## src/rtl/alarm_scheduler_pkg.sv

```systemverilog
// Shared types for the alarm scheduler: ringer state encoding, default time width, counter sizing.
// No logic; no latency; no backpressure.
// Imported by alarm_scheduler and alarm_tick_timer.
package alarm_scheduler_pkg;

    typedef enum logic [1:0] {
        ST_IDLE = 2'd0,
        ST_RING = 2'd1,
        ST_SNZ  = 2'd2
    } state_e;

    localparam int DEF_TIME_W = 13;

    // Bits needed to hold values up to max(a,b)-1, never less than one.
    function automatic int cnt_width(input int a, input int b);
        int m;
        m = (a > b) ? a : b;
        return (m > 1) ? $clog2(m) : 1;
    endfunction

endpackage

```

## src/rtl/alarm_tick_timer.sv

```systemverilog
// Saturating SEC_TICK counter; done pulses on the tick that finds the count at limit.
// Latency: done is combinational from the current count and tick; count updates next edge.
// Backpressure: none; clear has priority over tick.
module alarm_tick_timer #(
    parameter int CNT_W = 9
) (
    input  logic             clk,
    input  logic             rst_n,
    input  logic             clear,
    input  logic             tick,
    input  logic [CNT_W-1:0] limit,
    output logic             done
);

    logic [CNT_W-1:0] cnt_q;
    logic [CNT_W-1:0] cnt_d;

    always_comb begin
        cnt_d = cnt_q;
        if (clear) begin
            cnt_d = '0;
        end else if (tick && (cnt_q != limit) && (cnt_q != '1)) begin
            cnt_d = cnt_q + 1'b1;
        end
    end

    assign done = tick & (cnt_q == limit);

    always_ff @(posedge clk or negedge rst_n) begin
        if (!rst_n) begin
            cnt_q <= '0;
        end else begin
            cnt_q <= cnt_d;
        end
    end

endmodule

```

## src/rtl/alarm_scheduler.sv

```systemverilog
// Per-day alarm slots, registered time compare and ringer FSM; ALARM_SNOOZE_LIMIT_EN caps snoozes.
// Latency: MATCH one edge after CT/CD match, AA one edge after MATCH rises.
// Backpressure: none; STOP > SNOOZE > fire > tick when they coincide.
module alarm_scheduler
    import alarm_scheduler_pkg::*;
#(
    parameter int TIME_W     = DEF_TIME_W,
    parameter int NUM_DAYS   = 7,
    parameter int RING_SEC   = 60,
    parameter int SNOOZE_SEC = 300,
    parameter int MAX_SNOOZE = 3,
    parameter int DAY_W      = (NUM_DAYS > 1) ? $clog2(NUM_DAYS) : 1
) (
    input  logic              CLK,
    input  logic              CLR_N,
    input  logic [TIME_W-1:0] CT,
    input  logic [DAY_W-1:0]  CD,
    input  logic              SEC_TICK,
    input  logic              WE,
    input  logic [DAY_W-1:0]  WADDR,
    input  logic [TIME_W-1:0] WDATA,
    input  logic              WEN,
    input  logic              SNOOZE,
    input  logic              STOP,
    output logic              AA,
    output logic              SNZ,
    output logic              MATCH
);

    localparam int CNT_W = cnt_width(RING_SEC, SNOOZE_SEC);
    localparam logic [CNT_W-1:0] RING_LIM = CNT_W'(RING_SEC - 1);
    localparam logic [CNT_W-1:0] SNZ_LIM  = CNT_W'(SNOOZE_SEC - 1);

    logic [TIME_W-1:0]   slot_q [NUM_DAYS];
    logic [TIME_W-1:0]   slot_d [NUM_DAYS];
    logic [NUM_DAYS-1:0] en_q, en_d;
    logic                match_q, match_d;
    logic                fire_q, fire_d;
    state_e              state_q, state_d;
    logic                aa_q, aa_d;
    logic                snz_q, snz_d;
    logic                tmr_clear, tmr_done;
    logic [CNT_W-1:0]    tmr_limit;

`ifdef ALARM_SNOOZE_LIMIT_EN
    localparam int SC_W = cnt_width(MAX_SNOOZE + 1, 1);
    logic [SC_W-1:0] snz_cnt_q, snz_cnt_d;
`endif

    // Out-of-range WADDR/CD simply match no slot, so those writes drop and never compare.
    always_comb begin
        slot_d  = slot_q;
        en_d    = en_q;
        match_d = 1'b0;
        for (int i = 0; i < NUM_DAYS; i++) begin
            if (WE && (WADDR == DAY_W'(i))) begin
                slot_d[i] = WDATA;
                en_d[i]   = WEN;
            end
            if ((CD == DAY_W'(i)) && en_q[i] && (slot_q[i] == CT)) begin
                match_d = 1'b1;
            end
        end
        fire_d = match_d & ~match_q;
    end

    always_comb begin
        state_d = state_q;
`ifdef ALARM_SNOOZE_LIMIT_EN
        snz_cnt_d = snz_cnt_q;
`endif
        case (state_q)
            ST_IDLE: begin
                if (fire_q) begin
                    state_d = ST_RING;
`ifdef ALARM_SNOOZE_LIMIT_EN
                    snz_cnt_d = '0;
`endif
                end
            end
            ST_RING: begin
                if (STOP) begin
                    state_d = ST_IDLE;
                end else if (SNOOZE) begin
`ifdef ALARM_SNOOZE_LIMIT_EN
                    if (snz_cnt_q == SC_W'(MAX_SNOOZE)) begin
                        state_d = ST_IDLE;
                    end else begin
                        state_d   = ST_SNZ;
                        snz_cnt_d = snz_cnt_q + 1'b1;
                    end
`else
                    state_d = ST_SNZ;
`endif
                end else if (tmr_done) begin
                    state_d = ST_IDLE;
                end
            end
            ST_SNZ: begin
                if (STOP) begin
                    state_d = ST_IDLE;
                end else if (fire_q || tmr_done) begin
                    state_d = ST_RING;
                end
            end
            default: state_d = ST_IDLE;
        endcase
        aa_d  = (state_d == ST_RING);
        snz_d = (state_d == ST_SNZ);
    end

    // Every state change restarts the second counter from zero.
    assign tmr_clear = (state_d != state_q) || (state_q == ST_IDLE);
    assign tmr_limit = (state_q == ST_SNZ) ? SNZ_LIM : RING_LIM;

    alarm_tick_timer #(
        .CNT_W (CNT_W)
    ) u_tick_timer (
        .clk   (CLK),
        .rst_n (CLR_N),
        .clear (tmr_clear),
        .tick  (SEC_TICK),
        .limit (tmr_limit),
        .done  (tmr_done)
    );

    always_ff @(posedge CLK or negedge CLR_N) begin
        if (!CLR_N) begin
            for (int i = 0; i < NUM_DAYS; i++) begin
                slot_q[i] <= '0;
            end
            en_q    <= '0;
            match_q <= 1'b0;
            fire_q  <= 1'b0;
            state_q <= ST_IDLE;
            aa_q    <= 1'b0;
            snz_q   <= 1'b0;
`ifdef ALARM_SNOOZE_LIMIT_EN
            snz_cnt_q <= '0;
`endif
        end else begin
            slot_q  <= slot_d;
            en_q    <= en_d;
            match_q <= match_d;
            fire_q  <= fire_d;
            state_q <= state_d;
            aa_q    <= aa_d;
            snz_q   <= snz_d;
`ifdef ALARM_SNOOZE_LIMIT_EN
            snz_cnt_q <= snz_cnt_d;
`endif
        end
    end

    assign AA    = aa_q;
    assign SNZ   = snz_q;
    assign MATCH = match_q;

endmodule

```

## config.mk

```make
export PLATFORM = sky130hd
export DESIGN_NAME = alarm_scheduler
export DESIGN_NICKNAME = d
export VERILOG_FILES = /design/src/rtl/alarm_scheduler_pkg.sv /design/src/rtl/alarm_tick_timer.sv /design/src/rtl/alarm_scheduler.sv
export SDC_FILE = /design/constraint.sdc
export NUM_CORES = 1
export LEC_CHECK = 0
export ABC_AREA = 1
export BUFFER_PORTS_ARGS = -buffer_cell sky130_fd_sc_hd__buf_2
export CAP_MARGIN = 15
export CORE_AREA = 2 2 141 143
export DETAILED_ROUTE_END_ITERATION = 8
export DIE_AREA = 0 0 143 145
export SETUP_SLACK_MARGIN = 0.15
export SLEW_MARGIN = 20
export SYNTH_ARGS = -nofsm -noshare
export SYNTH_HDL_FRONTEND = slang
export SYNTH_SLANG_ARGS = --single-unit
```

## constraint.sdc

```tcl
create_clock -name CLK -period 4.9 [get_ports CLK]
set_clock_uncertainty 0.15 [all_clocks]
set_input_delay 0 -clock CLK [delete_from_list [all_inputs] [get_ports CLK]]
set_output_delay 0 -clock CLK [all_outputs]
set_load 0.01 [all_outputs]
```

======== After elaboration in Yosys (flattened, before gate mapping) ========
Index checks and enable logic that the tools add are counted.
cells by class
  reduce and logical (&&, ||, !) cells .... 29
  muxes and demuxes ....................... 17
  eq/ne operators ......................... 27
  add/subtract/negate cells ............... 1
  bitwise gates (word level) .............. 3
operators with widths
  cell                                           number
  == test 13 bit                                 7
  2-to-1 mux 9 bit                               3
  logical AND 1 bit                              23
  == test 3 bit, second input constant           6
  == test 3 x 2 -> 1 bit, second input constant  4
  2-to-1 mux 2 bit                               6
  adder 9 x 1 -> 9 bit, second input constant    1
  == test 9 bit                                  1
  inequality test 9 bit                          1
  inequality test 9 bit, second input constant   1
  2-to-1 mux 1 bit                               7
  == test 3 x 1 -> 1 bit, second input constant  2
  zero test 3 bit                                2
  one-hot mux 2 bit (3 select lines)             1
  == test 2 x 1 -> 1 bit, second input constant  2
  == test 2 bit, second input constant           2
  AND 1 bit                                      2
  zero test 2 bit                                1
  logical OR 1 bit                               2
  inequality test 2 bit                          1
  nonzero test 2 bit                             1
  inverter 1 bit                                 1
word-level totals
  output and inout bits ................... 3
  bits in registers ....................... 113
  bits of input ports ..................... 39

======== Longest topological paths before layout ========
Gate-level depths: netlist of the first run.
  word-level depth ........................ 11
  depth in mapped cells ................... 12

======== Modules after synthesis ========
From an unflattened synthesis of the first run, not the netlist that was laid out.
unflattened totals
  cell total of the unflattened synthesis .. 895
  area total of the unflattened synthesis .. 6,199.7 sq um
by module, submodules not included
  module            sequential area each (sq um)  cells each  area an instance (sq um)  instances
  alarm_scheduler   2,602.5                       788         5,452.7                   1
  alarm_tick_timer  225.2                         107         747.0                     1

======== Worst setup path before layout of the first run ========
Ideal clock, no wire load.
  path kind ............................... register to register
  start point ............................. register u_tick_timer.cnt_q[0]
  end point ............................... register u_tick_timer.cnt_q[5]
  path buffers ............................ 0
  path slack .............................. 2.855 ns
  library setup time ...................... 0.118 ns
  required time ........................... 4.632 ns
  cell stages (with the launch flop) ...... 12
  period minus slack after synthesis ...... 2.045 ns
  data arrival time ....................... 1.777 ns
  cells stage by stage .................... dfrtp_1 -> ha_1 -> nand3_1 -> nor3_1 -> nand2_1 -> nor2_1 -> ha_1 -> nor2_1 -> nand2_4 -> nor2_2 -> xor2_1 -> nor2_1
on the way
  word-level cells in the longest chain between the ends .. 9
ends and longest elaborated chain
  what                                                    RTL line                                       text
  start, declared                                         alarm_tick_timer.sv:15                         logic [CNT_W-1:0] cnt_q;
  start signal, assigned                                  alarm_tick_timer.sv:33                         cnt_q <= cnt_d;
  == test 9 bit                                           alarm_tick_timer.sv:27                         assign done = tick & (cnt_q == limit);
  AND 1 bit                                               alarm_tick_timer.sv:27
  2-to-1 mux 2 bit or logical OR 1 bit (tied branches)    alarm_scheduler.sv:95, alarm_scheduler.sv:102
  2-to-1 mux 2 bit (on tied branches)                     alarm_scheduler.sv:84, alarm_scheduler.sv:102
  2-to-1 mux 2 bit (on tied branches)                     alarm_scheduler.sv:82, alarm_scheduler.sv:100
  one-hot mux 2 bit (3 select lines)                      alarm_scheduler.sv:72                          case (state_q)
  inequality test 2 bit                                   alarm_scheduler.sv:113                         assign tmr_clear = (state_d != state_q) || (state_q == ST_IDLE);
  logical OR 1 bit                                        alarm_scheduler.sv:113
  2-to-1 mux 9 bit or nonzero test 2 bit (tied branches)  n/a
Several ways; a longest one is shown, not always the timed one. The select of a mux whose other input is x is not followed.
A chain may end at the register's enable or synchronous reset.

======== Worst setup path in the final report of the first run ========
  start point ............................. register u_tick_timer.cnt_q[0]
  end point ............................... register snz_q (netlist: SNZ)
on the way
  word-level cells in the longest chain between the ends .. 7
ends and longest elaborated chain
  what                                                  RTL line                                       text
  == test 9 bit *                                       alarm_tick_timer.sv:27
  AND 1 bit *                                           alarm_tick_timer.sv:27
  2-to-1 mux 2 bit or logical OR 1 bit (tied branches)  alarm_scheduler.sv:95, alarm_scheduler.sv:102
  2-to-1 mux 2 bit (on tied branches)                   alarm_scheduler.sv:84, alarm_scheduler.sv:102
  2-to-1 mux 2 bit (on tied branches)                   alarm_scheduler.sv:82, alarm_scheduler.sv:100
  one-hot mux 2 bit (3 select lines) *                  alarm_scheduler.sv:72
  == test 2 bit *                                       alarm_scheduler.sv:109                         snz_d = (state_d == ST_SNZ);
  net snz_d                                             alarm_scheduler.sv:41                          logic snz_q, snz_d;
  end signal, assigned                                  alarm_scheduler.sv:148                         snz_q <= snz_d;
  end, declared                                         alarm_scheduler.sv:41
Mark *: on every way through the listed nets, which the timed path passes. The rest lies on a longest branch.

==> summary.md, run 1 <==
The final period demand of the worst path came out at 2.63 ns. The flow ran to the end, and the final reports show no timing, DRC or antenna violations. The run gives 0 as the number of pins with negative max-slew slack in the final report. The post-synthesis register bit count is 113, and the global router's overall resource usage is 17.7%. The share of the Yosys chip area taken by registers is 46.7%. Number of endpoints with negative hold slack in the final report: 0. The post-route netlist has 11.5% of its cells at a drive strength greater than 1.

For the setup TNS, the log shows 0 ns. The setup-violating endpoint count in the final report was 0. For the maximum buffer depth of the clock tree, the log shows 2.

In this run the post-CTS setup repair buffer count came out at 0. The routed layout has 5337 vias. The switching power share of the total was 29.9%. In this run the register-to-register setup slack is 2.27 ns. The antenna diode instance count was 0; the fraction of power consumed by the clock network was 41.6%.

The clock input transition at the sequential cells of the worst setup and hold paths came out at 0.05 ns. The start of the worst register-to-register path is u_tick_timer.cnt_q[0]$_DFFE_PN0P_. The analysis attributes to cell leakage a power of 3.76 nW. The number of nets handed over by synthesis was 896. Number of antenna violations at the first check in global routing: 0. Design area: 0.00727 mm^2.

By area the synthesized netlist is led by dfrtp_1, nand2_1, o21ai_0. Summing all placed instances gives a cell area of 0.00650 mm^2. Required time reported for the critical path endpoint: 5.04 ns.

Along the worst path, the maximum fanout reaches 4. Derived from the worst setup path, the maximum achievable clock frequency is 0.380 GHz. The logs give 75 for the largest net degree at the start of global routing and 28.0 mm for the wire length of the first global-routing pass.

Sequential cells account for 42.0% of the total power. The number of cells on the worst reg-to-reg path is 8. The tools report the post-synth design cell area as 0.00605 mm^2.

At the worst endpoint, the arrival time is 2.78 ns. The net switching power came out at 0.857 mW. Buffers inserted during clock tree synthesis total 17. The internal portion of total power is 2.01 mW. The number of search-and-repair iterations in the first detailed-routing pass was 5. Worst min-delay path category: input pin to async pin.

The worst-case IR drop observed on VDD is 239 uV. Setup repair after global routing left no endpoint under its margin. Wires add up to 17.1 mm. The area growth from synthesis to final layout was 20.1%. For the pin with the worst max-slew slack, the measured transition is 0.999 ns.

The number of global-route vias before repair is 5242. The top-level I/O count is 42, and the core outline area is 0.0192 mm^2. For this block, the initial DRC count from the detailed router was 342. Fill cells in the final layout number 2024. In this run the mean area of a mapped cell was 7.08 um^2. For this run, the share of the core covered by cells in the final layout is 37.8%. The endpoint identified for the worst register-to-register timing path is SNZ$_DFF_PN0_. The net count of the finished layout was 958; the total number of yosys warnings was 0. The number of standard-cell rows in the floorplan is 51.

In this run the tool buffered the top-level ports with 41 buffer cells. Height of the chip: 145 um. The count of mapped cells out of synthesis came out at 855.

After global routing the overflow that remains totals 0. Hold is met by 0.0235 ns. For this configuration, the core starts out at a cell density of 31.5%. Of the post-synthesis cell area, the dominant cell type holds 46.7%. The logs give 0 for the final routed DRC violation total and 0.43 ns for the insertion delay to the later sink of the worst-skew pair. The floorplan step defined a die boundary enclosing 0.0207 mm^2. The detail route stage leaves a number of antenna-violating nets equal to 0. The worst setup path is launched from a flop. Dividing the final minimum period by the clock period gives 53.7%. STA classifies the critical path endpoint as a flop. The kind of critical path is flop to flop. Across the run, the number of max-cap violations was 0. Power per cell area: 394 mW/mm^2. The clock net in this run drives a total of 113 sinks. TritonCTS built the clock tree. The H-tree was split into 4 levels. The per-cell via count in the routed design was 4.47; the unique cell type count in the Yosys netlist was 30. Half-perimeter wire length of the detailed placement result: 11.7 mm. In this run, the combinational gates consume 16.4% of the power. The floorplan step set the die width to 143 um. The worst slew margin relative to its limit was 33.2%. After detailed routing, the average wire length per cell comes to 14.3 um. The root buffer cell chosen for the clock tree is clkbuf_16.

The tools report the weighted congestion at the end of routability-driven global placement as 0.844. The biggest area contributor in the post-synthesis netlist is dfrtp_1.
## registers in the layout (all words and copies together), names as in the netlist
| register | cells |
|---|---|
| slot_q | 91 |
| u_tick_timer.cnt_q | 9 |
| en_q | 7 |
| state_q | 2 |
| AA | 1 |
| MATCH | 1 |
| SNZ | 1 |
| fire_q | 1 |
## placed cells by master (no fill, tap or decap), types with 5 or more instances in the layout
master         synthesis  final
clkbuf_16              0     17
nand3_1               19     19
o21ai_1                8      8
inv_1                 96     96
xor2_1                11     11
nand2_2                7      7
nand2_1              334    334
dfrtp_1              113    113
dlygate4sd3_1          0     21
o21ai_0              117    117
buf_2                  6     40
xnor2_1                5      5
or2_0                  8      8
clkinv_2               0      6
inv_2                 16     16
nor2_1                75     75
## power by group through the flow
stage	Combinational, mW	Clock (mW)	Sequential [mW]
detailed placement	0.460	0	1.21
global route	0.556	1.26	1.22
global placement	0.450	0	1.21
finish	0.470	1.19	1.20
floorplan	0.325	0	1.18
CTS	0.474	1.21	1.20
## cell families (layout without fill, tap and decap cells)
group / after synthesis / count (layout) / share of synthesized area, %
AOI/OAI and AO/OA: 127 / 127 / 10.6
xor gates and xnor gates: 16 / 16 / 2.32
adders and majority gates: 2 / 2 / 0.413
DFF: 113 / 113 / 46.7
buffers and inverters: 133 / 207 / 8.64
and+or+nand+nor: 464 / 464 / 31.3
## through the flow
stage / setup slack, ns / instances / power (mW)
after floorplan: 2.85 / 855 / 1.51
after global placement: 2.66 / 1142 / 1.66
after detailed placement: 2.64 / 1142 / 1.67
after CTS: 2.34 / 1194 / 2.88
after global routing: 2.08 / 1194 / 3.04
final: 2.27 / 1194 / 2.86
## worst max-delay path, cell delays in order, from the launching register on
cell and delay, ns:
dfrtp_1 0.38, ha_1 0.20, nand2_1 0.11, nor2_4 0.16, nand3_2 0.14, a21oi_1 0.16, dlygate4sd3_1 0.58, o21ai_0 0.08
dlygate4sd3_1 0.56
## layer usage
layer  global-route usage, %  wire (um)
met1                    24.0       8000
met2                    27.7       7810
met3                    3.63        789
met4                    6.63        456
met5                       0          0
## repair_timing
| item | 4_1_cts | 5_1_grt |
|---|---|---|
| hold buffers | 21 | 0 |
| endpoints found under the hold margin | 184 | 0 |
| resized for setup | 0 | 0 |
## cells in the mapped netlist, drive strengths merged
master / instances
nor3: 3
clkbuf: 10
nand3b: 2
nand2: 343
nand3: 21
inv: 112
xnor2: 5
dfrtp: 113
ha: 2
o21ai: 125
nor2: 82
xor2: 11
nand4: 3
a21oi: 2
clkinv: 1
buf: 10
or2: 10
## cell type report
| type | instances | area [um^2] | area share [%] |
|---|---|---|---|
| flip-flops and latches | 113 | 2830 | 38.9 |
| multi-input cells | 609 | 2700 | 37.2 |
| clock buffers | 20 | 437 | 6.01 |
| repair buffers | 63 | 429 | 5.91 |
| inverters | 113 | 424 | 5.84 |
| well taps | 265 | 332 | 4.56 |
| clock inverters | 11 | 116 | 1.60 |
## worst max-delay path by stage
| stage | endpoint | startpoint | cells after the start | slack [ns] |
|---|---|---|---|---|
| 2_1_floorplan | u_tick_timer.cnt_q[5]$_DFFE_PN0P_ | u_tick_timer.cnt_q[0]$_DFFE_PN0P_ | 11 | 2.85 |
| 3_3_place_gp | u_tick_timer.cnt_q[5]$_DFFE_PN0P_ | u_tick_timer.cnt_q[0]$_DFFE_PN0P_ | 11 | 2.66 |
| 3_5_place_dp | u_tick_timer.cnt_q[5]$_DFFE_PN0P_ | u_tick_timer.cnt_q[0]$_DFFE_PN0P_ | 11 | 2.64 |
| 4_1_cts | state_q[1]$_DFF_PN0_ | u_tick_timer.cnt_q[0]$_DFFE_PN0P_ | 8 | 2.34 |
| 5_1_grt | SNZ$_DFF_PN0_ | u_tick_timer.cnt_q[0]$_DFFE_PN0P_ | 8 | 2.08 |
| 6_report | SNZ$_DFF_PN0_ | u_tick_timer.cnt_q[0]$_DFFE_PN0P_ | 8 | 2.27 |
(Power assumes the default switching activity.)
==> inputs of run 2 (changes only) <==
clock period = 2.4 ns   (was 4.9 ns; I/O delays follow)
==> run 2 against run 1 <==
Die area stayed put; wire length increased by 1.8%; maximum frequency rose by 28%; total power increased by 110%; setup slack lost 1.9 ns; first-iteration DRC count up 9.1%; global-route usage decreased by 0.12 points; critical path depth shrank 1; sequential power up 110%; final cell count grew 0.25%; largest power group is now the clock network; highest routed layer unchanged.
==> summary.md, run 2 (synthesis results as in run 1) <==
The sum of overflow across all layers after global routing came out at 0 (unchanged). For the number of H-tree branching levels, the log shows 4 (unchanged). The global router's overall resource usage is 17.6% (was 17.7%). Cell-by-cell trace of the critical path: ha_1, nand2_1, nor2_4, nand3_2, a21oi_1, dlygate4sd3_1, o21ai_0 (was ha_1, nand2_1, nor2_4, nand3_2, a21oi_1, dlygate4sd3_1, o21ai_0, dlygate4sd3_1).

The count of filler cells inserted in the layout is 1985 (was 2024). Worst path buffer plus inverter count: 1 (was 2). The worst min-delay path category is input pin to async pin (unchanged). The area growth from synthesis to final layout came out at 21.9% (was 20.1%). The arrival time of the worst setup path is 2.19 ns (was 2.78 ns), and the wire length of the first global-routing pass is 28.0 mm (about the same). The number of logic stages on the critical path including buffering came out at 7 (was 8).

Kind of cell adding the most delay to the critical path: buffers and inverters (unchanged). The top-level I/O count is 42 (unchanged). The setup slack of the critical path after layout was 0.351 ns (was 2.27 ns); the number of post-CTS setup repair buffers was 0 (unchanged). The endpoint class of the critical path is a flop (unchanged).

The maximum ir drop on the vdd rail is 556 uV (was 239 uV), and the per-cell via count in the routed design is 4.48 (was 4.47). The number of port buffers works out to 41 (unchanged). The start of the worst register-to-register path was u_tick_timer.cnt_q[0]$_DFFE_PN0P_ (unchanged).

The register with the most flip-flops was slot_q (unchanged). Initial core utilization: 31.5% (unchanged). The number of search-and-repair iterations in the first detailed-routing pass was 4 (was 5). The tools report the antenna violation net count after detailed routing as 0 (unchanged).

The run finished with clean final reports. The most common cell after layout, fill and taps aside is nand2_1 (unchanged). The number of standard-cell rows in the floorplan was 51 (unchanged). The kind of critical path was flop to flop (unchanged).

The number of global-route vias before repair was 5170 (was 5242). The end of the worst register-to-register path is state_q[1]$_DFF_PN0_ (was SNZ$_DFF_PN0_). Slew at the pin closest to its max-slew limit: 0.641 ns (was 0.999 ns). Largest registers: slot_q (91), u_tick_timer.cnt_q (9), en_q (7) (unchanged). The setup-violating endpoint count in the final report was 0 (unchanged). The clock root buffer master is clkbuf_16 (unchanged). The number of antenna violations at the first check in global routing came out at 0 (unchanged). The required time reported for the critical path endpoint was 2.54 ns (was 5.04 ns); the weighted congestion at the end of routability-driven global placement was 0.855 (was 0.844). The half-perimeter wire length of the detailed placement result came out at 12.0 mm (was 11.7 mm). The net count of the finished layout was 960 (was 958); the highest net fanout along the worst path was 4 (unchanged).

The startpoint type of the worst setup path is a flop (unchanged). The share of the cycle needed by the critical path after routing is 85.4% (was 53.7%), and the final period demand of the worst path is 2.05 ns (was 2.63 ns). The reported max-cap violation count is 0 (unchanged), and the biggest cell delay along the critical path is 0.57 ns (was 0.58 ns). The number of endpoints with negative hold slack in the final report is 0 (unchanged). The slack of the worst reg-to-reg path was 0.35 ns (was 2.27 ns).

Setup repair after global routing left no endpoint under its margin. Insertion delay to the later sink of the worst-skew pair: 0.42 ns (was 0.43 ns). The logs give 2 (unchanged) for the maximum buffer depth of the clock tree and 5362 (was 5337) for the vias after detailed routing.

The area of the die is 0.0207 mm^2 (unchanged). Slowest library cell on the worst path: dlygate4sd3_1 (unchanged). The total clock sinks is 113 (unchanged). The height of the chip was 145 um (unchanged); the core outline area was 0.0192 mm^2 (unchanged). The width of the die was 143 um (unchanged); the largest net degree at the start of global routing was 38 (was 75). Design area: 0.00738 mm^2 (was 0.00727 mm^2). TritonCTS built the clock tree. Commonest non-fill, non-tap cells in the layout: nand2_1, o21ai_0, dfrtp_1, inv_1, nor2_1 (unchanged). Worst-case setup slack after placement: 0.0997 ns (was 2.64 ns).

The number of pins with negative max-slew slack in the final report was 0 (unchanged); the TritonCTS buffer count was 17 (unchanged). The overall power was 6.10 mW (was 2.86 mW); the final routed DRC violation total was 0 (unchanged). The power per cell area was 827 mW/mm^2 (was 394 mW/mm^2).

The tools report the fmax as 0.488 GHz (was 0.380 GHz). The share of final-layout standard cells stronger than drive strength 1 was 12.3% (was 11.5%); the post-placement cell area was 0.00653 mm^2 (was 0.00650 mm^2). The worst slew margin relative to its limit is 57.2% (was 33.2%). The flip-flop count of the largest register after layout was 91 (unchanged). The count of cells along the worst register-to-register path came out at 7 (was 8). The tools report the post-detailed-routing wire length as 17.4 mm (was 17.1 mm). The clock input transition at the sequential cells of the worst setup and hold paths was 0.06 ns (was 0.05 ns); the setup TNS was 0 ns (unchanged).

The static leakage was 3.79 nW (was 3.76 nW); the detail-routed net length per standard cell was 14.5 um (was 14.3 um). For the DRC marker count from the first detailed-route iteration, the log shows 373 (was 342). The antenna diode instance count came out at 0 (unchanged).
-- run 2: how the worst max path moves through the flow --
stage | start | slack, ns | endpoint
4_1_cts | u_tick_timer.cnt_q[0]$_DFFE_PN0P_ | 0.25 | u_tick_timer.cnt_q[5]$_DFFE_PN0P_
6_report | u_tick_timer.cnt_q[0]$_DFFE_PN0P_ | 0.35 | state_q[1]$_DFF_PN0_
3_5_place_dp | u_tick_timer.cnt_q[0]$_DFFE_PN0P_ | 0.1 | u_tick_timer.cnt_q[5]$_DFFE_PN0P_
5_1_grt | u_tick_timer.cnt_q[0]$_DFFE_PN0P_ | 0.18 | u_tick_timer.cnt_q[5]$_DFFE_PN0P_
2_1_floorplan | u_tick_timer.cnt_q[0]$_DFFE_PN0P_ | 0.35 | u_tick_timer.cnt_q[5]$_DFFE_PN0P_
3_3_place_gp | u_tick_timer.cnt_q[0]$_DFFE_PN0P_ | 0.17 | u_tick_timer.cnt_q[5]$_DFFE_PN0P_
-- run 2: cell type report --
class	count	area, um^2	share of cell area [%]
tap	265	332	4.50
clock buffer	21	470	6.38
multi-input combinational	609	2710	36.7
clock inverter	11	154	2.09
timing repair buffer	65	460	6.24
sequential	113	2830	38.3
inverter	113	424	5.75
-- run 2: what timing repair did --
action	in CTS	in global routing
resized for setup	1	1
hold buffers	20	0
endpoints found under the hold margin	224	0
endpoints found under the setup margin	1	2
-- run 2: where the power goes --
part / switching (mW) / total [mW] / internal (mW)
Sequential: 0.239 / 2.46 / 2.22
Clock: 0.948 / 2.67 / 1.72
Combinational: 0.598 / 0.973 / 0.376
Total: 1.78 / 6.10 / 4.32
-- run 2: worst register-to-register path, cell delays in order, from the launching register on --
cell and delay (ns):
dfrtp_1 0.39, ha_1 0.21, nand2_1 0.10, nor2_4 0.16, nand3_2 0.14, a21oi_1 0.14, dlygate4sd3_1 0.57, o21ai_0 0.07
-- run 2: through the flow --
step	cells	hold WS (ns)	util, %
2_1_floorplan	855	-0.446	-
3_3_place_gp	1145	-0.124	34.0
3_5_place_dp	1145	-0.120	34.0
4_1_cts	1197	0.0347	38.4
5_1_grt	1197	0.0510	38.4
6_report	1197	0.0345	38.4
-- run 2: layer usage --
metal	vias up	share of wire (%)	GRT usage, %
met5	-	0	0
met4	0	2.0	4.75
met3	22	4.7	3.99
met2	123	46	27.9
met1	2462	47	24.0
li1	2755	-	-
==> inputs of run 3 (changes only) <==
ABC_AREA = not set   (was 1)
CORE_AREA = 2 2 136 138   (was 2 2 141 143)
DIE_AREA = 0 0 138 140   (was 0 0 143 145)
PLACE_DENSITY = 0.58   (was not set)
==> run 3 against run 2 <==
Total power shrank 2.4%; synthesized cell count down 49%; sequential cell count unchanged; first-iteration DRC count is 64% lower; non-clock buffer count rose by 4; critical endpoint is now u_tick_timer.cnt_q[0]$_DFFE_PN0P_; worst hold slack lost 0.022 ns; clock power fell by 10%; count of clock-buffer cells in the layout is 1 higher; wire length decreased by 24%; register-to-register slack got worse by 0.098 ns; sequential power is 2% higher.
==> summary.md, run 3 <==
The run finished with clean final reports. The per-instance average area after synthesis is 12.9 um^2 (was 7.08 um^2). Setup repair after global routing left no endpoint under its margin. For the top-level I/O count, the log shows 42 (unchanged). The leading register cell type out of synthesis was dfrtp_1 (unchanged).

The width of the die came out at 138 um (was 143 um). Commonest non-fill, non-tap cells in the layout: dfrtp_1, mux2_2, xnor2_1, buf_2, nand4_1 (was nand2_1, o21ai_0, dfrtp_1, inv_1, nor2_1). Leading post-synthesis cells by instance count: dfrtp_1, mux2_2, xnor2_1 (was nand2_1, o21ai_0, dfrtp_1). The run gives 0 (unchanged) as the number of pins with negative max-slew slack in the final report. The logs give 542 (was 960) for the net count of the finished layout and 14.5% (was 17.6%) for the global router's overall resource usage.

The number of standard-cell rows in the floorplan was 49 (was 51). The final period demand of the worst path came out at 2.15 ns (was 2.05 ns). For the maximum ir drop on the vdd rail, the log shows 619 uV (was 556 uV). The setup TNS came out at 0 ns (unchanged). Cell-by-cell trace of the critical path: ha_1, nand2_1, nor2_1, and3_1, ha_1, nor2b_4, o21a_1, buf_4, xnor2_1, nor2_1 (was ha_1, nand2_1, nor2_4, nand3_2, a21oi_1, dlygate4sd3_1, o21ai_0).

The maximum buffer depth of the clock tree is 2 (unchanged), and the insertion delay to the later sink of the worst-skew pair is 0.41 ns (was 0.42 ns). Slew at the pin closest to its max-slew limit: 0.644 ns (was 0.641 ns). The weighted congestion at the end of routability-driven global placement is 0.823 (was 0.855). The reported max-cap violation count was 0 (unchanged); the number of endpoints with negative hold slack in the final report was 0 (unchanged). The tools report the number of global-route vias before repair as 3871 (was 5170). The share of the cycle needed by the critical path after routing was 89.5% (was 85.4%); the fmax was 0.466 GHz (was 0.488 GHz). Largest cells by area after synthesis: dfrtp_1, mux2_2, xnor2_1 (was dfrtp_1, nand2_1, o21ai_0).

The number of antenna violations at the first check in global routing is 0 (unchanged). Largest net degree at the start of global routing: 49 (was 38). Most repeated cell in the gate-level netlist after synthesis: dfrtp_1 (was nand2_1). The count of filler cells inserted in the layout was 1730 (was 1985). The share of Yosys cell area claimed by the top area cell type was 50.7% (was 46.7%); the static leakage was 2.72 nW (was 3.79 nW). Kind of critical path: flop to flop (unchanged). The height of the chip is 140 um (was 145 um), and the vias after detailed routing is 3605 (was 5362).

The half-perimeter wire length of the detailed placement result is 9.25 mm (was 12.0 mm), and the core outline area is 0.0178 mm^2 (was 0.0192 mm^2). The tools report the clock root buffer master as clkbuf_16 (unchanged). The tools report the DRC marker count from the first detailed-route iteration as 133 (was 373). The wire length of the first global-routing pass is 21.4 mm (was 28.0 mm), and the arrival time of the worst setup path is 2.28 ns (was 2.19 ns). The number of port buffers was 41 (unchanged). The number of enable-type register cells in the synthesized netlist is 0 (unchanged).

Area growth from synthesis to final layout: 22.0% (was 21.9%). TritonCTS built the clock tree. The kind of cell adding the most delay to the critical path was simple AND/OR/NAND/NOR gates (was buffers and inverters). The worst min-delay path category was input pin to async pin (unchanged).

The net count of the mapped netlist was 475 (was 896). The fraction of synthesis flops using an asynchronous set or reset pin was 100% (unchanged). The start of the worst register-to-register path is u_tick_timer.cnt_q[0]$_DFFE_PN0P_ (unchanged).

The count of cells along the worst register-to-register path works out to 10 (was 7). Most common cell after layout, fill and taps aside: dfrtp_1 (was nand2_1). The register with the most flip-flops is slot_q (unchanged). The count of mapped cells out of synthesis was 434 (was 855); the power per cell area was 875 mW/mm^2 (was 827 mW/mm^2). The run gives 4 (unchanged) as the number of search-and-repair iterations in the first detailed-routing pass.

TritonCTS buffer count: 17 (unchanged). The tools report the total number of yosys warnings as 0 (unchanged). The share of final-layout standard cells stronger than drive strength 1 was 36.5% (was 12.3%). The detail-routed net length per standard cell was 18.0 um (was 14.5 um); the flip-flop count of the largest register after layout was 91 (unchanged).

The clock input transition at the sequential cells of the worst setup and hold paths was 0.05 ns (was 0.06 ns); the area of the die was 0.0193 mm^2 (was 0.0207 mm^2). The tools report the startpoint type of the worst setup path as a flop (unchanged). The worst path buffer plus inverter count is 1 (unchanged), and the antenna violation net count after detailed routing is 0 (unchanged). The highest net fanout along the worst path works out to 5 (was 4). The biggest area consumer among synthesized cells was dfrtp_1 (unchanged). The initial core utilization was 31.4% (was 31.5%); the number of H-tree branching levels was 4 (unchanged).

The run gives 0.0123 ns (was 0.0345 ns) as the final-layout worst hold slack. The number of logic stages on the critical path including buffering was 10 (was 7). Largest registers: slot_q (91), u_tick_timer.cnt_q (9), en_q (7) (unchanged).

Beginning of the critical path: u_tick_timer.cnt_q[0]$_DFFE_PN0P_ (unchanged). The final routed DRC violation total is 0 (unchanged), and the biggest cell delay along the critical path is 0.39 ns (was 0.57 ns). The per-cell via count in the routed design is 4.88 (was 4.48), and the setup-violating endpoint count in the final report is 0 (unchanged). The antenna diode instance count was 0 (unchanged). Slowest library cell on the worst path: dfrtp_1 (was dlygate4sd3_1). The worst slew margin relative to its limit is 57.1% (was 57.2%).

The required time reported for the critical path endpoint was 2.53 ns (was 2.54 ns); the post-synth design cell area was 0.00558 mm^2 (was 0.00605 mm^2). The sequential fraction of the synthesis area was 50.7% (was 46.7%). The logs give 13.3 mm (was 17.4 mm) for the post-detailed-routing wire length and 0 (unchanged) for the sum of overflow across all layers after global routing. The endpoint class of the critical path was a flop (unchanged).

The total clock sinks is 113 (unchanged), and the unique cell type count in the Yosys netlist is 34 (was 30). The post-synthesis register bit count came out at 113 (unchanged).
-- run 3: cell types whose count changed in the layout (fill, tap and decap cells not counted), moves of 57 or more --
cell,change
nand2_1,-328
inv_1,-95
mux2_2,+97
nor2_1,-57
o21ai_0,-115
xnor2_1,+90
-- run 3: repair_timing --
action                     in CTS  in global routing
buffers inserted                0                  1
setup endpoints to repair       1                  4
hold endpoints to repair      196                  0
hold buffers                   18                  0
resized for setup               1                  3
-- run 3: cell families (layout without fill, tap and decap cells) --
family          Yosys count  after routing  synth area share, %
flops                   113            113                 50.7
simple gates             90             90                 10.1
fa+ha+maj                 2              2                0.448
xor+xnor                 98             98                 15.4
compound gates            9              9                 1.26
mux                     100            100                 20.1
buf+inv                  22             98                 2.04
-- run 3: layer usage --
metal	up-vias	track usage, %	routed length (um)
li1	1660	-	-
met1	1870	18.2	5940
met2	59	24.5	6650
met3	16	3.56	473
met4	0	4.99	209
met5	-	0	0
-- run 3: final timing paths --
kind                            slack (ns)                                end
worst max-delay path                  0.25  u_tick_timer.cnt_q[0]$_DFFE_PN0P_
worst min register to register        0.36                en_q[0]$_DFFE_PN0P_
max in group asynchronous             1.24             slot_q[22]$_DFFE_PN0P_
min in group CLK                      0.09                    MATCH$_DFF_PN0_
worst max register to register        0.25  u_tick_timer.cnt_q[0]$_DFFE_PN0P_
worst min-delay path                  0.01  u_tick_timer.cnt_q[5]$_DFFE_PN0P_
-- run 3: worst reg2reg max path, cell delays in order (launching register included) --
cell,delay (ns)
dfrtp_1,0.39
ha_1,0.24
nand2_1,0.09
nor2_1,0.05
and3_1,0.18
ha_1,0.21
nor2b_4,0.18
o21a_1,0.23
buf_4,0.14
xnor2_1,0.10
nor2_1,0.05
-- run 3: stage by stage --
step | utilization (%) | setup slack [ns] | cell area (um^2) | power, mW | cells
finish | 38.3 | 0.253 | 6810 | 5.95 | 739
global route | 38.3 | 0.167 | 6810 | 6.25 | 739
CTS | 38.2 | 0.238 | 6790 | 6.02 | 738
detailed placement | 34.0 | 0.149 | 6040 | 3.57 | 692
global placement | 34.0 | 0.207 | 6040 | 3.53 | 692
floorplan | - | 0.337 | 5580 | 3.25 | 434
-- run 3: layout make-up --
cell class              instances  area [um^2]  share of cell area [%]
flip-flops and latches        113         2830                    41.5
inverters                       1         3.75                  0.0551
well taps                     229          287                    4.21
clock buffers                  22          474                    6.97
repair buffers                 69          475                    6.98
clock inverters                 6         83.8                    1.23
multi-input cells             299         2660                    39.0
-- run 3: power by group --
part	total [mW]	switching, mW	internal [mW]
Sequential	2.52	0.240	2.28
Clock	2.40	0.823	1.58
Combinational	1.04	0.428	0.607
Total	5.95	1.49	4.46
